`config.mk`:
```
export PLATFORM = sky130hd
export DESIGN_NAME = sram_controller_flat
export DESIGN_NICKNAME = d
export VERILOG_FILES = /design/src/rtl/sram_pkg.sv /design/src/rtl/sram_controller_if.sv /design/src/rtl/sram_controller_register.sv /design/src/rtl/sram_controller.sv /design/src/flat_wrapper.sv
export SDC_FILE = /design/constraint.sdc
export NUM_CORES = 1
export LEC_CHECK = 0
export ABC_AREA = 0
export CORE_UTILIZATION = 40
export CTS_BUF_LIST = sky130_fd_sc_hd__clkbuf_2
export DETAILED_ROUTE_END_ITERATION = 8
export PLACE_DENSITY_LB_ADDON = 0.08
export SYNTH_ARGS = -nofsm -noshare
export SYNTH_HDL_FRONTEND = slang
export SYNTH_SLANG_ARGS = --single-unit
```
`constraint.sdc`:
```
create_clock -name clk -period 4.5 [get_ports clk]
set_input_delay 1.125 -clock clk [delete_from_list [all_inputs] [get_ports clk]]
set_output_delay 1.125 -clock clk [all_outputs]
set_load 0.02 [all_outputs]
```
`src/rtl/sram_pkg.sv`:
```
// Shared types and defaults for the 32-bit CPU to 16-bit async SRAM bridge.
// No logic here; latency and freeze behaviour are defined by sram_controller.
package sram_pkg;

   typedef enum logic [2:0] {
      IDLE,
      RD_LO,
      RD_HI,
      WR_LO,
      WR_HI,
      DONE
   } state_t;

   localparam int unsigned ACCESS_CYCLES_DEF = 2;
   localparam logic [31:0] ADDR_BASE_DEF     = 32'd1024;

endpackage

```
`src/rtl/sram_controller_if.sv`:
```
// Memory-stage request/response bundle between the CPU pipeline and the SRAM bridge.
// ready is the only flow control: the pipeline freezes while it is low.
interface sram_controller_if;

   logic        rdEn;
   logic        wrEn;
   logic [31:0] address;
   logic [31:0] writeData;
   logic [31:0] readData;
   logic        ready;

   modport master (output rdEn, wrEn, address, writeData, input readData, ready);
   modport slave  (input rdEn, wrEn, address, writeData, output readData, ready);

endinterface

```
`src/rtl/sram_controller_register.sv`:
```
// Loadable register with synchronous clear; one-cycle load latency.
// Holds its value whenever ld is low, no backpressure.
module sram_controller_register #(
   parameter int W = 16
) (
   input  logic         clk,
   input  logic         rst,
   input  logic         ld,
   input  logic         clr,
   input  logic [W-1:0] d,
   output logic [W-1:0] q
);

   logic [W-1:0] data_q, data_d;

   always_comb begin
      data_d = data_q;
      if (clr)
         data_d = '0;
      else if (ld)
         data_d = d;
   end

   always_ff @(posedge clk or negedge rst) begin
      if (!rst)
         data_q <= '0;
      else
         data_q <= data_d;
   end

   assign q = data_q;

endmodule

```
`src/rtl/sram_controller.sv`:
```
// Splits each 32-bit load/store into two 16-bit async SRAM accesses (low half at even address).
// ready stays low for 1+2*ACCESS_CYCLES cycles per request, then pulses high for the DONE cycle.
module sram_controller
   import sram_pkg::*;
#(
   parameter int unsigned ACCESS_CYCLES = ACCESS_CYCLES_DEF,
   parameter logic [31:0] ADDR_BASE     = ADDR_BASE_DEF
) (
   input  logic                clk,
   input  logic                rst,
   sram_controller_if.slave    cpu,
   output logic [17:0]         sramAddr,
   output logic [15:0]         sramDqOut,
   output logic                sramDqOe,
   input  logic [15:0]         sramDqIn,
   output logic                sramWeN,
   output logic                sramOeN,
   output logic                sramCeN,
   output logic                sramUbN,
   output logic                sramLbN
);

   localparam logic [3:0] LAST_CNT    = 4'(ACCESS_CYCLES - 1);
   localparam logic       WE_WHOLE_ST = (ACCESS_CYCLES == 1);

   state_t      state_q, state_d;
   logic [3:0]  cnt_q, cnt_d;
   logic [16:0] word_q, word_d;
   logic [31:0] wdata_q, wdata_d;

   logic [31:0] offset;
   logic        req;
   logic        last;
   logic        ld_lo, ld_hi;
   logic [15:0] rd_lo, rd_hi;
   logic        unused_offset_bits;

   assign offset             = cpu.address - ADDR_BASE;
   assign unused_offset_bits = ^{offset[31:19], offset[1:0]};
   assign req                = cpu.rdEn | cpu.wrEn;
   assign last               = (cnt_q == LAST_CNT);

   always_comb begin
      state_d = state_q;
      cnt_d   = cnt_q;
      word_d  = word_q;
      wdata_d = wdata_q;
      case (state_q)
         IDLE: begin
            if (req) begin
               word_d  = offset[18:2];
               wdata_d = cpu.writeData;
               cnt_d   = '0;
               state_d = cpu.wrEn ? WR_LO : RD_LO;
            end
         end
         RD_LO, RD_HI, WR_LO, WR_HI: begin
            if (last) begin
               cnt_d = '0;
               case (state_q)
                  RD_LO:   state_d = RD_HI;
                  WR_LO:   state_d = WR_HI;
                  default: state_d = DONE;
               endcase
            end else begin
               cnt_d = cnt_q + 4'd1;
            end
         end
         default: state_d = IDLE;
      endcase
   end

   always_ff @(posedge clk or negedge rst) begin
      if (!rst) begin
         state_q <= IDLE;
         cnt_q   <= '0;
         word_q  <= '0;
         wdata_q <= '0;
      end else begin
         state_q <= state_d;
         cnt_q   <= cnt_d;
         word_q  <= word_d;
         wdata_q <= wdata_d;
      end
   end

   // Pad outputs decode straight from state so reset forces them inactive at once.
   always_comb begin
      sramAddr  = '0;
      sramDqOut = '0;
      sramDqOe  = 1'b0;
      sramWeN   = 1'b1;
      sramOeN   = 1'b1;
      sramCeN   = 1'b1;
      cpu.ready = 1'b0;
      case (state_q)
         IDLE: cpu.ready = ~req;
         DONE: cpu.ready = 1'b1;
         RD_LO, RD_HI: begin
            sramCeN  = 1'b0;
            sramOeN  = 1'b0;
            sramAddr = {word_q, state_q == RD_HI};
         end
         WR_LO, WR_HI: begin
            sramCeN   = 1'b0;
            sramDqOe  = 1'b1;
            sramAddr  = {word_q, state_q == WR_HI};
            sramDqOut = (state_q == WR_HI) ? wdata_q[31:16] : wdata_q[15:0];
            // Release WE one cycle early so data is stable at the WE rising edge.
            sramWeN   = ~(WE_WHOLE_ST | ~last);
         end
         default: ;
      endcase
   end

   assign sramUbN = 1'b0;
   assign sramLbN = 1'b0;

   assign ld_lo = (state_q == RD_LO) && last;
   assign ld_hi = (state_q == RD_HI) && last;

   sram_controller_register #(.W(16)) u_rd_lo (
      .clk (clk),
      .rst (rst),
      .ld  (ld_lo),
      .clr (1'b0),
      .d   (sramDqIn),
      .q   (rd_lo)
   );

   sram_controller_register #(.W(16)) u_rd_hi (
      .clk (clk),
      .rst (rst),
      .ld  (ld_hi),
      .clr (1'b0),
      .d   (sramDqIn),
      .q   (rd_hi)
   );

   assign cpu.readData = {rd_hi, rd_lo};

endmodule

```
`src/flat_wrapper.sv`:
```
// flat-port wrapper written by rule: the top's interface ports become plain ports
module sram_controller_flat import sram_pkg::*;
#(
   parameter int unsigned ACCESS_CYCLES = ACCESS_CYCLES_DEF,
   parameter logic [31:0] ADDR_BASE     = ADDR_BASE_DEF
)
  (clk, rst, sramAddr, sramDqOut, sramDqOe, sramDqIn, sramWeN, sramOeN, sramCeN, sramUbN, sramLbN, cpu_rdEn, cpu_wrEn, cpu_address, cpu_writeData, cpu_readData, cpu_ready);
  sram_controller_if cpu_i ();
  input  logic clk;
  input  logic rst;
  output logic [17:0] sramAddr;
  output logic [15:0] sramDqOut;
  output logic sramDqOe;
  input  logic [15:0] sramDqIn;
  output logic sramWeN;
  output logic sramOeN;
  output logic sramCeN;
  output logic sramUbN;
  output logic sramLbN;
  input wire logic [$bits(cpu_i.rdEn)-1:0] cpu_rdEn;
  input wire logic [$bits(cpu_i.wrEn)-1:0] cpu_wrEn;
  input wire logic [$bits(cpu_i.address)-1:0] cpu_address;
  input wire logic [$bits(cpu_i.writeData)-1:0] cpu_writeData;
  output wire logic [$bits(cpu_i.readData)-1:0] cpu_readData;
  output wire logic [$bits(cpu_i.ready)-1:0] cpu_ready;
  assign cpu_i.rdEn = cpu_rdEn;
  assign cpu_i.wrEn = cpu_wrEn;
  assign cpu_i.address = cpu_address;
  assign cpu_i.writeData = cpu_writeData;
  assign cpu_readData = cpu_i.readData;
  assign cpu_ready = cpu_i.ready;
  sram_controller #(.ACCESS_CYCLES(ACCESS_CYCLES), .ADDR_BASE(ADDR_BASE)) u_core (.clk(clk), .rst(rst), .cpu(cpu_i), .sramAddr(sramAddr), .sramDqOut(sramDqOut), .sramDqOe(sramDqOe), .sramDqIn(sramDqIn), .sramWeN(sramWeN), .sramOeN(sramOeN), .sramCeN(sramCeN), .sramUbN(sramUbN), .sramLbN(sramLbN));
endmodule
```
# --- Word-level counts from Yosys, hierarchy flattened ---
# Index checks and enable logic that the tools add are counted.
word_totals:
  inputBits: 84
  elab_cells: 44
  reg_bits: 88
  mem_bits_rw: 0
  out_inout_bits: 73
  mem_count: 0
  romBits: 0
  latchBits: 0
classes:
  add_sub_neg: 2
  bitwise: 2
  n_mux: 16
  n_eq_ne: 8
  n_shift: 0
  div: 0
  n_reduce_logical: 10
  mul: 0
  order_cmp: 0
op_table:
  columns: ["operator", "count"]
  rows:
  - ["$pmux 18 s2", 1]
  - ["$mux 16", 2]
  - ["$sub 19x11->19 const B", 1]
  - ["$pmux 3 s2", 2]
  - ["$mux 4", 2]
  - ["$pmux 4 s2", 1]
  - ["$eq 3x2->1 const B", 2]
  - ["$eq 3x3->1 const B", 2]
  - ["$mux 3", 2]
  - ["$reduce_and 2->1", 3]
  - ["$add 4x1->4 const B", 1]
  - ["$eq 4x1->1 const B", 1]
  - ["$mux 1", 4]
  - ["$ne 2x1->1 const B", 2]
  - ["$reduce_or 2->1", 2]
  - ["$reduce_or 4->1", 1]
  - ["$eq 3x1->1 const B", 1]
  - ["$logic_not 3->1", 1]
  - ["$logic_and 1x1->1", 2]
  - ["$mux 2", 1]
  - ["$pmux 1 s2", 1]
  - ["$reduce_bool 2->1", 1]
  - ["$not 1->1", 1]
  - ["$or 1x1->1", 1]

# --- Logic depth before layout (Yosys ltp) ---
# Gate-level depths: netlist of run 1.
logic_depth:
  depth_word: 4
  ltp_mapped: 7
  ltp_nobuf: 5

# --- Hierarchy ---
# Synthesis of run 1 repeated with hierarchy kept, for this count alone.
hier_totals:
  cells_unflattened: 413
  hier_area_um2: 4127.7
modules_own_cells:
  columns: ["module", "instances", "seq_area_each_um2", "area_each_um2", "cells_each"]
  rows:
  - ["sram_controller", 1, 1401.3, 2806.4, 309]
  - ["sram_controller_register", 2, 400.4, 660.6, 52]

# --- Least setup slack after synthesis of run 1 ---
# Ideal clock, no wire load.
synth_timing:
  kind: "input-to-output"
  from: "in cpu_wrEn"
  to: "out cpu_ready"
  path_slack_ps: 1689
  arrival_time_ps: 1686
  t_required_ps: 3375
  path_buffers: 0
  cell_stages: 3
  cell_sequence: "nor4_1 -> a21oi_1 -> nor2_1"
synth_via:
  elab_chain_cells: 3
synth_rtl:
  columns: ["element", "line_no", "text"]
  rows:
  - ["start: declaration", "flat_wrapper.sv:21", "input wire logic [$bits(cpu_i.wrEn)-1:0] cpu_wrEn;"]
  - ["$or 1x1->1", "sram_controller.sv:40", "assign req = cpu.rdEn | cpu.wrEn;"]
  - ["$not 1->1", "sram_controller.sv:97", "IDLE: cpu.ready = ~req;"]
  - ["$pmux 1 s2", "sram_controller.sv:96", "case (state_q)"]
  - ["end: declaration", "flat_wrapper.sv:25", "output wire logic [$bits(cpu_i.ready)-1:0] cpu_ready;"]
# Every way passes these cells.

# --- Worst setup path after layout of run 1 ---
layout_timing:
  from: "reg u_core.state_q[2]"
  to: "out sramDqOut[4]"
layout_via:
  elab_chain_cells: 3
  word_cells_on_any_way: 5
  cone_classes: "2 x eq/ne; 2 x mux; 1 x reduce/logical"
layout_rtl:
  columns: ["element", "line_no", "text"]
  rows:
  - ["start: declaration", "sram_controller.sv:26", "state_t state_q, state_d;"]
  - ["start signal: assignment", "sram_controller.sv:80", "state_q <= state_d;"]
  - ["$eq 3x3->1 / $eq 3x2->1 (equally long branches)", "sram_controller.sv:96, sram_controller.sv:108", null]
  - ["$mux 16 / $reduce_or 2->1 (equally long branches)", null, null]
  - ["$mux 16 (*)", "sram_controller.sv:96", null]
  - ["end: declaration", "flat_wrapper.sv:12", "output logic [15:0] sramDqOut;"]
# Mark *: on every way between the ends. The rest lies on a longest branch, timed or not.

==> results.toml, run 1 <==
[run_status]
status = "completed"

[power]
power.density_nw_per_um2 = 790
ir_worst_vdd_mv = 0.412
pwr-share-clk_pct = 10.5
p_int_mw = 2.78
total_power_mw = 4.47
pwr-share-seq_pct = 32.5
p_switching_mw = 1.69
p_leak_nw = 2.42
pwr-share-comb_pct = 57.0
switching_share_pct = 37.9

[timing]
min_period_over_period_pct = 89.0
tns_ps = 0
hold_violations = 0
setup_slack_ps = 497
hold_ws_ps = 531
rsz0062_at_grt = "false"
setup_violations = 0
tightest_slew_ps = 939
fmax_mhz = 250
fin_crit_ps = 4000
relSlewSlack_pct = 37.4
finClkSkew_ps = 22.3
maxSlewViolCount = 0

[cells_and_area]
diodes = 0
area_growth_pct = 39.2
fin_area_um2 = 5650
final_cell_mix = "clkdlybuf4s50_1, dfrtp_1, mux2_2"
layout.nets = 519
final_common_cell = "clkdlybuf4s50_1"
fillers = 882
drive_above_1_share_pct = 24.0

[routing]
drcViolationCount = 0
num_vias = 2859
drtIter0Drc = 85
vias_per_cell = 5.02
wl_mm = 9.04
wl_per_cell_um = 15.9
drt_first_pass_iters = 4
ant_nets = 0

[setup_path]
r2r-start = "u_core.cnt_q[1]"
max_stage_delay_ps = 650
crit_chain = "inv_1, nor3_2, buf_4, a22o_1, clkdlybuf4s50_1"
crit_path_end_kind = "output port"
crit_family = "buffers and inverters"
critPathBufInv = 3
r2r_end = "u_core.u_rd_lo.q[13]"
critical_path_class = "flip-flop to output port"
worstPathRequired_ps = 3380
path_max_fanout = 15
crit_slowest_cell = "dfrtp_1"
critPathArrivalTime_ps = 2880
rrSetupSlack_ps = 2180
worstSetupStartpointType = "flip-flop"
rr_worst_depth = 5

[place]
place.gp.congestion = 0.710
port_buffers = 139
dpl-instance-area_um2 = 5510
dpl.hpwl_mm = 6.28
pre_cts_ws_ps = 774

[global_route]
grt_pass1_wl_mm = 14.4
grt_usage_pct = 17.9
antenna_found_initial = 0
grt_pass1_vias = 2900
grt_max_degree = 64
grt_overflow = 0

[flow_run]
max-cap-violations = 0

[die]
die_w_um = 103
pin_count = 157
initial_utilization_pct = 41.4
die_area_um2 = 10600
core.rowCount = 36
core_area_um2 = 9820
die_h_um = 103

[yosys]
synth.yosys.seq_area_share_pct = 54.2
synth-edff-count = 0
synth_cell_types = 45
async_flop_share_pct = 100
ys_warn_count = 0
synth_top_flop_cell = "dfrtp_1"
syn_area_um2 = 4060
synth_seq_cells = 88
syn_inst = 299
avgSynthCellArea_um2 = 13.6

[worst_hold_path]
hold_path.class = "flip-flop to flip-flop"
worstHoldEndpoint = "u_core.wdata_q[14]"
worstHoldStart = "u_core.wdata_q[14]"
hold_depth = 1

[cts]
clock_latency_ps = 530
post_cts_buffers = 0
root_buffer = "clkbuf_2"
tritoncts = "built"
cts_resized = 0
ctsHoldBuffers = 0
clock_sinks = 88
h-tree-depth = 3
cts_buffers = 9
cts.reportedPaths.clkPinSlew_ps = 240
clk_path_buf_depth = 2
logic make-up after synthesis:
logic type                 share of synthesized area, %
buffers and inverters                              4.34
and+or+nand+nor                                    7.98
adders and majority gates                         0.924
muxes                                              23.2
xor gates and xnor gates                          0.862
DFF                                                54.2
AOI/OAI and AO/OA                                  8.41
other                                            0.0923
worst register-to-register path, cell delays in order (launching register included):
cell     delay (ps)
dfrtp_1         470
inv_1            70
ha_1            140
or3b_4          400
or3_1           700
mux2_4          450
power groups by stage:
stage | clock network, mW | registers (mW) | logic [mW]
3_3_place_gp | 0 | 1.45 | 2.55
4_1_cts | 0.491 | 1.45 | 2.58
5_1_grt | 0.524 | 1.51 | 2.73
3_5_place_dp | 0 | 1.48 | 2.57
6_report | 0.468 | 1.45 | 2.55
2_1_floorplan | 0 | 1.58 | 1.45
worst max-delay path by stage:
stage	start	to	slack [ps]	cells after the start
after floorplan	cpu_wrEn	cpu_ready	1690	3
after global placement	cpu_wrEn	cpu_ready	780	5
after detailed placement	cpu_wrEn	cpu_ready	770	5
after CTS	u_core.state_q[2]	sramDqOut[4]	430	5
after global routing	u_core.state_q[2]	sramDqOut[0]	200	5
final	u_core.state_q[2]	sramDqOut[4]	500	5
sequential cells by signal (all words and copies together), names as in the netlist:
name	cells
u_core.wdata_q	32
u_core.word_q	17
u_core.u_rd_hi.q	16
u_core.u_rd_lo.q	16
u_core.cnt_q	4
u_core.state_q	3
cell usage after synthesis, types with 2 or more instances:
| cell | count | area, um2 |
|---|---|---|
| buf_2 | 4 | 20.0 |
| a21oi_1 | 8 | 40.0 |
| dfrtp_1 | 88 | 2200 |
| inv_1 | 6 | 22.5 |
| nor4_1 | 4 | 25.0 |
| nor3_1 | 3 | 15.0 |
| a31oi_1 | 5 | 31.3 |
| a22o_1 | 17 | 149 |
| o31ai_1 | 3 | 22.5 |
| or3_1 | 4 | 25.0 |
| mux2_2 | 56 | 631 |
| nand2b_1 | 3 | 18.8 |
| nor2_1 | 6 | 22.5 |
| ha_1 | 3 | 37.5 |
| or2_2 | 3 | 18.8 |
| or4b_1 | 2 | 20.0 |
| nand3_1 | 2 | 10.0 |
| a21o_1 | 2 | 15.0 |
| clkbuf_1 | 9 | 33.8 |
| mux2_4 | 20 | 300 |
| or4_1 | 2 | 15.0 |
| and3_1 | 18 | 113 |
| buf_4 | 3 | 22.5 |
| xor2_1 | 2 | 17.5 |
| o21ai_0 | 2 | 10.0 |
| xnor2_1 | 2 | 17.5 |
| buf_12 | 2 | 40.0 |
| buf_6 | 3 | 33.8 |
cell type report:
type | count | area (um2) | area share [%]
flip-flops and latches | 88 | 2200 | 38.9
multi-input cells | 184 | 1690 | 29.9
repair buffers | 143 | 1430 | 25.3
well taps | 133 | 166 | 2.94
clock inverters | 6 | 92.6 | 1.64
clock buffers | 10 | 50.0 | 0.885
inverters | 6 | 22.5 | 0.398
metrics by stage:
step	std cells	util (%)
5_1_grt	570	57.6
4_1_cts	570	57.6
3_3_place_gp	554	56.1
2_1_floorplan	300	-
3_5_place_dp	554	56.1
6_report	570	57.6
metal layers:
layer	routed length (um)	up-vias	track usage [%]
met3	791	5	8.07
met4	58	0	4.23
met5	0	-	0
li1	-	1360	-
met1	3960	1404	22.8
met2	4230	90	28.0
(Power assumes the default switching activity.)
==> run 2: changes to the inputs <==
==> constraint.sdc (replaced) <==
create_clock -name clk -period 4.5 [get_ports clk]
set_input_delay 0.45 -clock clk [delete_from_list [all_inputs] [get_ports clk]]
set_output_delay 0.45 -clock clk [all_outputs]
set_load 0.02 [all_outputs]
==> results.toml, run 2 (synthesis gave the netlist of run 1 again) <==
[run_status]
status = "completed"

[setup_path]
path_max_fanout = 19
crit_path_end_kind = "output port"
critical_path_class = "flip-flop to output port"
worstSetupStartpointType = "flip-flop"
rrSetupSlack_ps = 1810
rr_worst_depth = 4
r2r_end = "u_core.wdata_q[16]"
critPathArrivalTime_ps = 3010
worstPathRequired_ps = 4050
r2r-start = "u_core.state_q[1]"

[cells_and_area]
largest-register = "u_core.wdata_q"
area_growth_pct = 38.7
fin_cells = 570
final_cell_mix = "clkdlybuf4s50_1, dfrtp_1, mux2_2"
largest_reg_flops = 32
diodes = 0
regArea_um2 = 2200
fin_area_um2 = 5640
layout.nets = 519
fillers = 890
final_common_cell = "clkdlybuf4s50_1"
drive_above_1_share_pct = 23.6
multi_input_area_um2 = 1690
finalCoreUtilization_pct = 57.4
reg_top3 = "u_core.wdata_q (32), u_core.word_q (17)"

[timing]
maxSlewViolCount = 0
finClkSkew_ps = 35.6
setup_violations = 0
tns_ps = 0
setup_slack_ps = 1040
min_period_over_period_pct = 76.8
rsz0062_at_grt = "false"
hold_ws_ps = 421
relSlewSlack_pct = 22.9
tightest_slew_ps = 1150
fmax_mhz = 289
fin_crit_ps = 3460
hold_violations = 0

[routing]
wl_per_cell_um = 16.3
drt_first_pass_iters = 4
drcViolationCount = 0
wl_mm = 9.30
num_vias = 2913
ant_nets = 0
drtIter0Drc = 66
vias_per_cell = 5.11

[die]
die_h_um = 103
core_area_um2 = 9820
pin_count = 157
die_area_um2 = 10600
die_w_um = 103
core.rowCount = 36
initial_utilization_pct = 41.4

[place]
place_inst = 553
dpl-instance-area_um2 = 5490
port_buffers = 139
pre_cts_ws_ps = 1650
place.gp.congestion = 0.793
dpl.hpwl_mm = 6.39

[cts]
h-tree-depth = 3
cts_buffers = 9
clock_latency_ps = 520
clk_path_buf_depth = 2
ctsHoldBuffers = 1
cts_resized = 0
cts.reportedPaths.clkPinSlew_ps = 240
root_buffer = "clkbuf_2"
post_cts_buffers = 0
clock_sinks = 88
tritoncts = "built"

[global_route]
antenna_found_initial = 0
grt_usage_pct = 17.8
grt_overflow = 0
grt_pass1_wl_mm = 14.2
grt_max_degree = 47
grt_pass1_vias = 2854

[power]
p_leak_nw = 2.41
ir_worst_vdd_mv = 0.428
power.density_nw_per_um2 = 789
total_power_mw = 4.45

[worst_hold_path]
hold_path.class = "input pin to async pin"

[flow_run]
max-cap-violations = 0
run 2: cell types whose count changed in the layout (fill, tap and decap cells not counted):
cell,change
buf_12,-1
clkinv_1,+1
clkinv_4,-1
clkinvlp_4,+1
dlygate4sd3_1,+1
inv_8,-1
run 2: worst max path at each step:
stage	start	end	slack, ps	cells past startpoint
after floorplan	u_core.state_q[1]	sramWeN	2420	4
after global placement	u_core.state_q[1]	sramAddr[15]	1620	3
after detailed placement	cpu_wrEn	u_core.wdata_q[23]	1650	5
after CTS	u_core.state_q[1]	sramAddr[13]	990	3
after global routing	u_core.state_q[0]	sramAddr[8]	820	3
final	u_core.state_q[1]	sramAddr[10]	1040	3
run 2: final cells by class:
class / count / area share [%]
Multi-Input combinational cell: 184 / 30.0
Inverter: 6 / 0.400
Clock inverter: 6 / 1.49
Tap cell: 133 / 2.95
Timing Repair Buffer: 143 / 25.2
Clock buffer: 10 / 0.888
Sequential cell: 88 / 39.1
run 2: per-layer routing:
| metal | vias to the layer above | wire [um] | global-route usage [%] |
|---|---|---|---|
| met1 | 1447 | 4090 | 22.6 |
| li1 | 1358 | - | - |
| met5 | - | 0 | 0 |
| met2 | 98 | 4410 | 28.8 |
| met3 | 10 | 667 | 4.75 |
| met4 | 0 | 121 | 7.37 |
run 2: power by group:
group	internal [mW]	leakage [nW]	total [mW]	switching (mW)
clock	0.183	0.0756	0.452	0.269
sequential	1.19	1.03	1.44	0.250
combinational	1.38	1.30	2.55	1.17
run 2: critical path, stage by stage (launching register included):
cell	delay, ps
dfrtp_1	600
o21ai_1	960
and3_1	310
clkdlybuf4s50_1	620
==> run 3: changes to the inputs <==
Clock period 4.5 ns to 3.6 ns, I/O delays scaled along.
==> results.toml, run 3 (synthesis gave the netlist of run 1 again) <==
[die]
die_h_um = 103
core_area_um2 = 9820
die_w_um = 103
die_area_um2 = 10600
initial_utilization_pct = 41.4
core.rowCount = 36
pin_count = 157

[cts]
root_buffer = "clkbuf_2"
clock_sinks = 88
clock_latency_ps = 530
clk_path_buf_depth = 2
tritoncts = "built"
cts_buffers = 9
h-tree-depth = 3
cts.reportedPaths.clkPinSlew_ps = 250

[setup_path]
r2r-start = "u_core.state_q[1]"
worstPathRequired_ps = 3240
rrSetupSlack_ps = 1160
rr_worst_depth = 4
path_max_fanout = 19
critPathArrivalTime_ps = 2710
critical_path_class = "flip-flop to output port"
worstSetupStartpointType = "flip-flop"
r2r_end = "u_core.wdata_q[15]"
crit_path_end_kind = "output port"

[cells_and_area]
largest_reg_flops = 32
layout.nets = 521
diodes = 0
regArea_um2 = 2200
reg_top3 = "u_core.wdata_q (32), u_core.word_q (17)"
finalCoreUtilization_pct = 57.5
area_growth_pct = 39.0
final_cell_mix = "clkdlybuf4s50_1, dfrtp_1, mux2_2"
final_common_cell = "clkdlybuf4s50_1"
fillers = 871
multi_input_area_um2 = 1690
fin_cells = 572
largest-register = "u_core.wdata_q"
drive_above_1_share_pct = 24.1

[timing]
relSlewSlack_pct = 37.7
min_period_over_period_pct = 85.2
rsz0062_at_grt = "false"
fmax_mhz = 326
finClkSkew_ps = 24.6
setup_violations = 0
hold_violations = 0
fin_crit_ps = 3070
maxSlewViolCount = 0
tightest_slew_ps = 935
tns_ps = 0

[power]
p_leak_nw = 2.42
ir_worst_vdd_mv = 0.380
power.density_nw_per_um2 = 978

[worst_hold_path]
hold_depth = 2
worstHoldStart = "cpu_writeData[3]"
hold_path.class = "input pin to flip-flop"
worstHoldEndpoint = "u_core.wdata_q[3]"

[global_route]
antenna_found_initial = 0
grt_usage_pct = 17.9
grt_overflow = 0
grt_pass1_vias = 2879
grt_pass1_wl_mm = 14.5
grt_max_degree = 73

[routing]
num_vias = 2901
drcViolationCount = 0
ant_nets = 0
drt_first_pass_iters = 4
wl_per_cell_um = 16.1
drtIter0Drc = 85
wl_mm = 9.18
vias_per_cell = 5.07

[place]
port_buffers = 139
place.gp.congestion = 0.772
dpl.hpwl_mm = 6.25
place_inst = 555

[flow_run]
max-cap-violations = 0

[run_status]
status = "completed"
==> run 3: cell types whose count changed in the layout (fill, tap and decap cells not counted), sizes merged <==
cell / delta
buf: +2
clkbuf: -1
bufinv: -1
clkinv: +2
==> run 3: worst max path at each step <==
stage	startpoint	end	slack, ps
floorplan	u_core.state_q[1]	sramWeN	1610
global placement	cpu_wrEn	u_core.word_q[8]	1140
detailed placement	cpu_wrEn	u_core.wdata_q[16]	1130
CTS	u_core.state_q[1]	sramAddr[8]	480
global route	u_core.state_q[1]	sramAddr[8]	350
finish	u_core.state_q[1]	sramAddr[8]	530
==> run 3: what timing repair did <==
action                                  4_1_cts  5_1_grt
buffers inserted                              0        0
hold endpoints to repair                     71        0
endpoints found under the setup margin        0        0
gates resized for setup                       0        0
hold buffers                                  1        0
==> run 3: final cells by class <==
type,instances,share of cell area [%]
sequential,88,39.0
multi-input combinational,184,29.9
timing repair buffer,145,25.7
tap,133,2.95
clock inverter,7,1.29
clock buffer,9,0.798
inverter,6,0.399
==> run 3: where the power goes <==
group          internal (mW)  leakage, nW  switching (mW)
sequential              1.49         1.03           0.311
combinational           1.74         1.32            1.46
clock                  0.160       0.0679           0.350
==> run 3: per-stage QoR <==
step | instance area, um2 | power (mW) | setup slack [ps] | hold slack [ps]
after floorplan | 4070 | 3.78 | 1610 | 64.4
after global placement | 5520 | 5.02 | 1140 | 469
after detailed placement | 5520 | 5.07 | 1130 | 487
after CTS | 5650 | 5.59 | 480 | 353
after global routing | 5650 | 5.89 | 350 | 336
final | 5650 | 5.52 | 531 | 408
==> run 3: metal layers <==
| metal | share of wire [%] | global-route usage, % | vias up | wire length [um] |
|---|---|---|---|---|
| met5 | 0 | 0 | - | 0 |
| met4 | 1.7 | 7.26 | 0 | 158 |
| li1 | - | - | 1367 | - |
| met1 | 45 | 23.5 | 1428 | 4130 |
| met2 | 45 | 27.5 | 93 | 4150 |
| met3 | 8.1 | 5.63 | 13 | 748 |
==> run 3: critical path, stage by stage (launching register included) <==
cell	delay, ps
dfrtp_1	610
or3_1	700
and3_1	310
clkdlybuf4s50_1	570
